--- config.mk ---
export PLATFORM = sky130hd
export DESIGN_NAME = pipelined_heap_queue
export DESIGN_NICKNAME = d
export VERILOG_FILES = /design/src/rtl/pipelined_heap_queue.sv
export SDC_FILE = /design/constraint.sdc
export NUM_CORES = 1
export LEC_CHECK = 0
export ABC_AREA = 1
export ABC_CLOCK_PERIOD_IN_PS = 9400
export BUFFER_PORTS_ARGS = -buffer_cell sky130_fd_sc_hd__buf_2
export CAP_MARGIN = 20
export CORE_MARGIN = 2
export CORE_UTILIZATION = 65
export DETAILED_ROUTE_END_ITERATION = 7
export PLACE_DENSITY = 0.87
export SYNTH_ARGS = -nofsm -noshare
export SYNTH_HDL_FRONTEND = slang
export SYNTH_SLANG_ARGS = --single-unit
--- constraint.sdc ---
create_clock -name CLK -period 9.4 [get_ports CLK]
set_clock_uncertainty 0.1 [all_clocks]
set_input_delay 0.47 -clock CLK [delete_from_list [all_inputs] [get_ports CLK]]
set_output_delay 0.47 -clock CLK [all_outputs]
set_load 0.01 [all_outputs]
--- src/rtl/pipelined_heap_queue.sv ---
// Binary-heap priority queue: root in a register, deeper levels in a dual-port
// synchronous-read RAM, with sift-up on enqueue and sift-down on dequeue/replace.
module pipelined_heap_queue #(
    parameter int QUEUE_SIZE = 7,
    parameter int DATA_WIDTH = 16,
    parameter int MAX_HEAP   = 1
) (
    input  logic                              CLK,
    input  logic                              RST,
    input  logic                              i_wrt,
    input  logic                              i_read,
    input  logic [DATA_WIDTH-1:0]             i_data,
    output logic                              o_ready,
    output logic [DATA_WIDTH-1:0]             o_data,
    output logic [$clog2(QUEUE_SIZE+1)-1:0]   o_count,
    output logic                              o_full,
    output logic                              o_empty,
    output logic                              o_err
);

    localparam int TREE_DEPTH = $clog2(QUEUE_SIZE + 1);
    // One extra bit so child indices of the deepest parents never wrap.
    localparam int IW         = TREE_DEPTH + 1;
    localparam int RAM_DEPTH  = 2 ** TREE_DEPTH;

    typedef logic [TREE_DEPTH-1:0] cnt_t;
    typedef logic [IW-1:0]         idx_t;
    typedef logic [DATA_WIDTH-1:0] data_t;

    localparam cnt_t CNT_FULL = cnt_t'(QUEUE_SIZE);
    localparam cnt_t CNT_ONE  = cnt_t'(1);
    localparam idx_t IDX_ROOT = idx_t'(1);
    localparam idx_t IDX_TWO  = idx_t'(2);

    typedef enum logic [2:0] {S_IDLE, S_FETCH, S_RD, S_WAIT, S_CMP} state_t;
    typedef enum logic [1:0] {OP_UP, OP_DOWN, OP_FETCH} op_t;

    state_t          state;
    op_t             op;
    cnt_t            count_q;
    data_t           root_q;
    data_t           cur_q;
    idx_t            idx_q;
    logic [TREE_DEPTH-1:0] raddr_a, raddr_b;
    logic            ready_q;
    logic            err_q;

    data_t           mem [0:RAM_DEPTH-1];
    data_t           rd_a, rd_b;

    logic            wa_en, wb_en;
    logic [TREE_DEPTH-1:0] wa_addr, wb_addr;
    data_t           wa_data, wb_data;

    idx_t            count_x;
    idx_t            parent_i, left_i, right_i, best_i, best_left_i;
    data_t           parent_v, best_v;
    logic            up_swap, down_swap, pick_right, more_work;
    logic            go, is_enq, is_deq, illegal;

    function automatic logic higher(input data_t a, input data_t b);
        if (MAX_HEAP != 0) return a > b;
        else               return a < b;
    endfunction

    assign count_x = {1'b0, count_q};

    // NOTE: every always_comb output gets a default first so no latch is inferred.
    always_comb begin
        parent_i    = {1'b0, idx_q[IW-1:1]};
        left_i      = {idx_q[IW-2:0], 1'b0};
        right_i     = {idx_q[IW-2:0], 1'b1};
        parent_v    = (parent_i == IDX_ROOT) ? root_q : rd_a;
        up_swap     = higher(cur_q, parent_v);
        pick_right  = (right_i <= count_x) && higher(rd_b, rd_a);
        best_i      = pick_right ? right_i : left_i;
        best_v      = pick_right ? rd_b : rd_a;
        best_left_i = {best_i[IW-2:0], 1'b0};
        down_swap   = higher(best_v, cur_q);
        more_work   = (op == OP_UP) ? (idx_q != IDX_ROOT) : (left_i <= count_x);

        go      = (state == S_IDLE) && (i_wrt || i_read);
        is_enq  = i_wrt && (!i_read || count_q == '0);
        is_deq  = i_read && !i_wrt;
        illegal = (is_enq && count_q == CNT_FULL) || (is_deq && count_q == '0);

        wa_en   = 1'b0;
        wa_addr = '0;
        wa_data = '0;
        wb_en   = 1'b0;
        wb_addr = '0;
        wb_data = '0;
        if (go && !illegal && is_enq && count_q != '0) begin
            wa_en   = 1'b1;
            wa_addr = count_q + CNT_ONE;
            wa_data = i_data;
        end else if (state == S_CMP && op == OP_UP && up_swap) begin
            wa_en   = 1'b1;
            wa_addr = idx_q[TREE_DEPTH-1:0];
            wa_data = parent_v;
            wb_en   = (parent_i != IDX_ROOT);
            wb_addr = parent_i[TREE_DEPTH-1:0];
            wb_data = cur_q;
        end else if (state == S_CMP && op == OP_DOWN && down_swap) begin
            wa_en   = 1'b1;
            wa_addr = best_i[TREE_DEPTH-1:0];
            wa_data = cur_q;
            wb_en   = (idx_q != IDX_ROOT);
            wb_addr = idx_q[TREE_DEPTH-1:0];
            wb_data = best_v;
        end
    end

    // NOTE: RAM contents are deliberately left out of reset; slots beyond the count are never trusted.
    always_ff @(posedge CLK) begin
        if (wa_en) mem[wa_addr] <= wa_data;
        if (wb_en) mem[wb_addr] <= wb_data;
        rd_a <= mem[raddr_a];
        rd_b <= mem[raddr_b];
    end

    // NOTE: sequential state uses non-blocking assignments only.
    always_ff @(posedge CLK) begin
        if (RST) begin
            state   <= S_IDLE;
            op      <= OP_UP;
            count_q <= '0;
            root_q  <= '0;
            cur_q   <= '0;
            idx_q   <= '0;
            raddr_a <= '0;
            raddr_b <= '0;
            ready_q <= 1'b1;
            err_q   <= 1'b0;
        end else begin
            err_q <= 1'b0;
            case (state)
                S_IDLE: begin
                    if (go && illegal) begin
                        err_q <= 1'b1;
                    end else if (go) begin
                        ready_q <= 1'b0;
                        state   <= S_RD;
                        if (is_enq) begin
                            count_q <= count_q + CNT_ONE;
                            op      <= OP_UP;
                            cur_q   <= i_data;
                            if (count_q == '0) begin
                                root_q <= i_data;
                                idx_q  <= IDX_ROOT;
                            end else begin
                                idx_q  <= count_x + IDX_ROOT;
                            end
                        end else if (is_deq) begin
                            count_q <= count_q - CNT_ONE;
                            if (count_q == CNT_ONE) begin
                                root_q <= '0;
                                op     <= OP_DOWN;
                                idx_q  <= IDX_ROOT;
                            end else begin
                                op     <= OP_FETCH;
                                idx_q  <= count_x;
                                state  <= S_FETCH;
                            end
                        end else begin
                            root_q <= i_data;
                            cur_q  <= i_data;
                            op     <= OP_DOWN;
                            idx_q  <= IDX_ROOT;
                        end
                    end
                end
                S_FETCH: begin
                    raddr_a <= idx_q[TREE_DEPTH-1:0];
                    state   <= S_WAIT;
                end
                S_RD: begin
                    if (!more_work) begin
                        state   <= S_IDLE;
                        ready_q <= 1'b1;
                    end else begin
                        raddr_a <= (op == OP_UP) ? parent_i[TREE_DEPTH-1:0] : left_i[TREE_DEPTH-1:0];
                        raddr_b <= right_i[TREE_DEPTH-1:0];
                        state   <= S_WAIT;
                    end
                end
                S_WAIT: state <= S_CMP;
                S_CMP: begin
                    // Each compare either schedules the next level's reads or finishes.
                    state   <= S_IDLE;
                    ready_q <= 1'b1;
                    case (op)
                        OP_FETCH: begin
                            root_q <= rd_a;
                            cur_q  <= rd_a;
                            idx_q  <= IDX_ROOT;
                            op     <= OP_DOWN;
                            if (IDX_TWO <= count_x) begin
                                state   <= S_RD;
                                ready_q <= 1'b0;
                            end
                        end
                        OP_UP: begin
                            if (up_swap) begin
                                idx_q <= parent_i;
                                if (parent_i == IDX_ROOT) begin
                                    root_q <= cur_q;
                                end else begin
                                    state   <= S_RD;
                                    ready_q <= 1'b0;
                                end
                            end
                        end
                        default: begin
                            if (down_swap) begin
                                idx_q <= best_i;
                                if (idx_q == IDX_ROOT) root_q <= best_v;
                                if (best_left_i <= count_x) begin
                                    state   <= S_RD;
                                    ready_q <= 1'b0;
                                end
                            end
                        end
                    endcase
                end
                default: begin
                    state   <= S_IDLE;
                    ready_q <= 1'b1;
                end
            endcase
        end
    end

    assign o_ready = ready_q;
    assign o_data  = root_q;
    assign o_count = count_q;
    assign o_full  = (count_q == CNT_FULL);
    assign o_empty = (count_q == '0);
    assign o_err   = err_q;

endmodule

After elaboration in Yosys (flattened, before gate mapping):

Memories as Yosys holds them, arrays and structs flattened. A register that Yosys moved wholly into a read port is not among the register bits.
Cells that the tools add are included.

* flip-flop bits (word level): 52
* bits in writable memories: 128
* input bits: 20
* output and inout bits: 23
* word-level logic and storage cells: 176
* memories: 1

* add/sub/neg operators: 3
* $lt $le $gt $ge: 7
* eq/ne operators: 24
* muxes and demuxes: 90
* bitwise operators: 3
* reduce and logical (&&, ||, !) cells: 38

Memories
* mem: depth 8, bits a word 16, read ports 2, clocked after Yosys merged registers in 2, write ports 2, line 48 `data_t mem [0:RAM_DEPTH-1];`

Operators by type and width (count)
* 16-bit two-way mux: 23
* 16-bit one-hot mux with 2 select lines: 3
* 16-bit greater-than comparator: 3
* 3-bit two-way mux: 13
* 2-bit two-way mux: 15
* 4-bit two-way mux: 7
* 1-bit two-way mux: 21
* 4-bit one-hot mux with 2 select lines: 2
* 3-bit one-hot mux with 5 select lines: 1
* 1-bit logical AND: 14
* 4-bit by 3-bit less-or-equal comparator with 1-bit output: 3
* 3-bit one-hot mux with 2 select lines: 2
* 4-bit AND reduction: 3
* 5-bit AND reduction: 2
* 3-bit by 1-bit == test with 1-bit output, second input constant: 3
* 3-bit != test, second input constant: 3
* 9-bit AND reduction: 1
* 2-bit != test, second input constant: 4
* 4-bit by 1-bit != test with 1-bit output, second input constant: 2
* 3-bit by 2-bit == test with 1-bit output, second input constant: 2
* 3-bit == test, second input constant: 2
* 3-bit zero test: 2
* 2-bit AND reduction: 3
* 2-bit nonzero test: 3
* 21 further kinds: 28

Logic depth before layout (Yosys ltp):

* word-level depth: 12
* depth in mapped cells: 34

Worst setup path before layout:

No wires, ideal clock.

* path kind: register -> register
* from: register count_q[2] (netlist: o_count[2])
* to: memory mem[7][0] (netlist name), enable pin
* arrival: 4.423 ns
* data required time: 8.889 ns
* slack: 4.465 ns
* cell stages (with the launch flop): 22
* buffers on the path: 1
* clock period less this slack: 4.935 ns
* cells stage by stage: dfxtp_1 -> inv_1 -> ha_1 -> inv_1 -> nor2_1 -> a31oi_1 -> nor2_1 -> nand2_1 -> clkbuf_1 -> o21ai_0 -> inv_1 -> ha_1 -> nand2_1 -> nor3_1 -> nand2_1 -> nand2_1 -> nand4_1 -> nand2_1 -> nand2_4 -> nand2_1 -> nand2_1 -> o21ai_0

RTL lines
* from (decl): line 40 `cnt_t count_q;`
* from (signal assigned): line 145 `count_q <= count_q + CNT_ONE;`
* from (signal assigned): line 155 `count_q <= count_q - CNT_ONE;`
* to (decl): line 48

==> flow_metrics.tcl <==
set metrics [dict create \
    status "finished clean" \
    clk_latency_ns 0.53 \
    synth.area.mux_share_pct 0 \
    r2r-start "o_count[2]$_SDFFE_PP0P_" \
    worstHoldPathType "input pin to register" \
    final_common_cell "nand2_1" \
    totalPowerFinal_mw 4.732 \
    use_met1_pct 49.30 \
    vias 14270 \
    yosysSeqAreaShare_pct 39.35 \
    synth_seq_cells 212 \
    fmax_ghz 0.1475 \
    cts_tree "done" \
    grtUsageMet2_pct 65.23 \
    min_period_over_period_pct 72.15 \
    synth_top_family_by_area "simple AND/OR/NAND/NOR gates" \
    syn_avg_cell_area_um2 7.157 \
    whs_ns 0.08816 \
    dp_hpwl_mm 29.97 \
    cts_root_buf "clkbuf_16" \
    grt_pass1_vias 13220 \
    post_cts_buffers 0 \
    synthCells 1962 \
    grt_antenna_before_repair 0 \
    post_dp_cell_area_um2 14160 \
    io_buffer_count 42 \
    cp_data_required_time_ns 9.45 \
    drc 0 \
    routabilityCongestion 1.010 \
    vias_per_cell 6.417 \
    rows 53 \
    htreeDepth 1 \
    grt_use_total_pct 39.13 \
    final_area_um2 15000 \
    finalHoldViolCount 0 \
    dieArea_um2 22800 \
    min_to "raddr_b[0]$_SDFFE_PP0P_" \
    grt_use_met3_pct 5.030 \
    layout-drive-gt1-share_pct 7.598 \
    worstHoldPathCells 2 \
    synth_compound_area_share_pct 19.37 \
    drt_pass1_iterations 6 \
    synth-async-reset-ratio_pct 0 \
    die_w_um 151.0 \
    netlist-cell-type-count 45 \
    synthAdderAreaFrac_pct 5.257 \
    cts_buffers 23 \
    tightest_slew_ns 1.165 \
    grt_first_pass_wirelength_mm 68.90 \
    setup_ws_ns 2.618 \
    hold_path_startpoint "RST" \
    clockBufferDepth 3 \
    synth_simple_gate_area_share_pct 26.83 \
    antenna_cells 0 \
    synthToLayoutAreaGrowth_pct 6.825 \
    coreArea_um2 21090 \
    synth_area_um2 14040 \
    post-route-min-period_ns 6.782 \
    ant_nets 0 \
    nFillCells 1736 \
    fin_setup_tns_ns 0 \
    initialDrtViolationCount 2023 \
    nets 2010 \
    crit_arrival_ns 6.83 \
    io_pins 43 \
    cellPowerDensity_nw_per_um2 315.4 \
    slew_viol_final 0 \
    preCtsSetupSlack_ns 2.899 \
    yosysWarnings 0 \
    rr_endpoint "mem[1][6]$_DFFE_PP_" \
    utilization_pct 71.13 \
    crit_path_end_kind "register" \
    rsz0062_at_grt "no" \
    overflow 0 \
    synth-edff-count 128 \
    busiest_layer "met2" \
    ys.flop_type "edfxtp_1" \
    start_util_pct 66.59 \
    dp_cells 2180 \
    leakagePower_nw 6.540 \
    synth_xor_area_share_pct 0.1247 \
    wire_per_inst_um 20.06 \
    final_cells 2223 \
    vdd_drop_max_mv 0.2722 \
    cts.repair.resized 0 \
    r2r_setup_slack_ns 2.62 \
    slew_headroom_pct 21.99 \
    ctsHoldBuffers 0 \
    crit_path_start_kind "register" \
    clk_pin_slew_ns 0.06 \
    grt_max_degree 111 \
    cts_sinks 212 \
    drt_wl_total_mm 44.60 \
    final_cell_mix "nand2_1 (547), o21ai_0 (223), inv_1 (179), nand3_1 (153), a21oi_1 (147)" \
    setup_viol 0 \
    cap_violations 0 \
    rr_worst_depth 25 \
    worstSetupPathType "register to register" \
    die_h_um 151.0 \
    path_max_fanout 53 \
    synth_nets 2041 \
]
[critical path, stage by stage, from the launching register on]
cell,delay (ns)
dfxtp_1,0.45
inv_1,0.16
ha_1,0.33
inv_1,0.05
nor2_1,0.09
nor2_1,0.05
a31oi_1,0.25
nor2_1,0.11
nand2_1,0.74
inv_1,0.38
nand2_1,0.14
nand2_1,0.10
ha_1,0.31
nand2_1,0.05
inv_1,0.07
nand3_1,0.09
nor3_1,0.37
nand2_1,0.10
nand2_1,0.17
nand4_1,0.23
nand2_1,0.18
nand2_4,0.36
nor2_4,0.21
buf_4,0.49
nand2_4,0.23
nand2_1,0.59
[cells by family after synthesis]
kind of cell / count (synthesis)
xor+xnor: 2
buf+inv: 306
fa+ha+maj: 59
simple gates: 888
flops: 212
compound gates: 495
[how the worst max path moves through the flow]
stage / end / depth (start not counted) / start
after global placement: mem[1][5]$_DFFE_PP_ / 25 / o_count[2]$_SDFFE_PP0P_
after global routing: mem[1][6]$_DFFE_PP_ / 25 / o_count[2]$_SDFFE_PP0P_
final: mem[1][6]$_DFFE_PP_ / 25 / o_count[2]$_SDFFE_PP0P_
after floorplan: mem[7][0]$_DFFE_PP_ / 21 / o_count[2]$_SDFFE_PP0P_
after CTS: mem[1][8]$_DFFE_PP_ / 25 / o_count[2]$_SDFFE_PP0P_
after detailed placement: mem[1][6]$_DFFE_PP_ / 25 / o_count[2]$_SDFFE_PP0P_
[flip-flops by register name, indices dropped and copies added, names as in the netlist]
name and count:
mem 128, cur_q 16, o_data 16, rd_a 16
rd_b 16, idx_q 4, o_count 3, raddr_a 3
raddr_b 3, state 3, op 2, o_err 1
o_ready 1
[synth_stat cells (2+ instances only)]
cell,number,area [um^2]
a21oi_1,147,735.7
o21ai_2,2,17.52
ha_1,59,738.2
inv_1,179,671.9
o22ai_1,10,62.56
nand2_2,7,43.79
clkbuf_1,59,221.5
buf_4,5,37.54
o21ai_1,12,60.06
edfxtp_1,128,3844
buf_1,11,41.29
inv_2,10,37.54
dfxtp_1,84,1682
o211ai_1,51,382.9
buf_6,9,101.4
nor2_2,5,31.28
nor4_1,2,12.51
nor2_4,5,56.30
nand2_4,6,67.56
nand3_1,153,765.7
o21ai_0,224,1121
buf_2,28,140.1
nand4_1,9,56.30
nor3_1,13,65.06
a21o_1,2,15.01
a31oi_1,40,250.2
nand3_2,4,40.04
nor2_1,132,495.5
clkinv_1,3,11.26
nand2_1,547,2053
nor2_8,2,40.04
[area by class of cell]
type                    count  area (um^2)  share of cell area, %
clock inverters            17        227.7                  1.518
clock buffers              25        583.1                  3.887
well taps                 275        344.1                  2.294
flip-flops and latches    212         5535                  36.90
repair buffers             56        335.3                  2.235
multi-input cells        1444         7243                  48.29
inverters                 194        732.0                  4.879
[where the power goes]
group / leakage [nW] / switching [mW] / internal [mW]
Sequential: 1.89 / 0.188 / 1.23
Combinational: 4.26 / 1.60 / 0.730
Clock: 0.387 / 0.394 / 0.589
[per-layer routing]
layer  up-vias  routed length [um]
li1       6568                   -
met1      6436               16410
met3       254                4597
met5         -                   0
met2      1007               20740
met4         0                2856
Note: power is estimated with default switching activity, not from simulation.
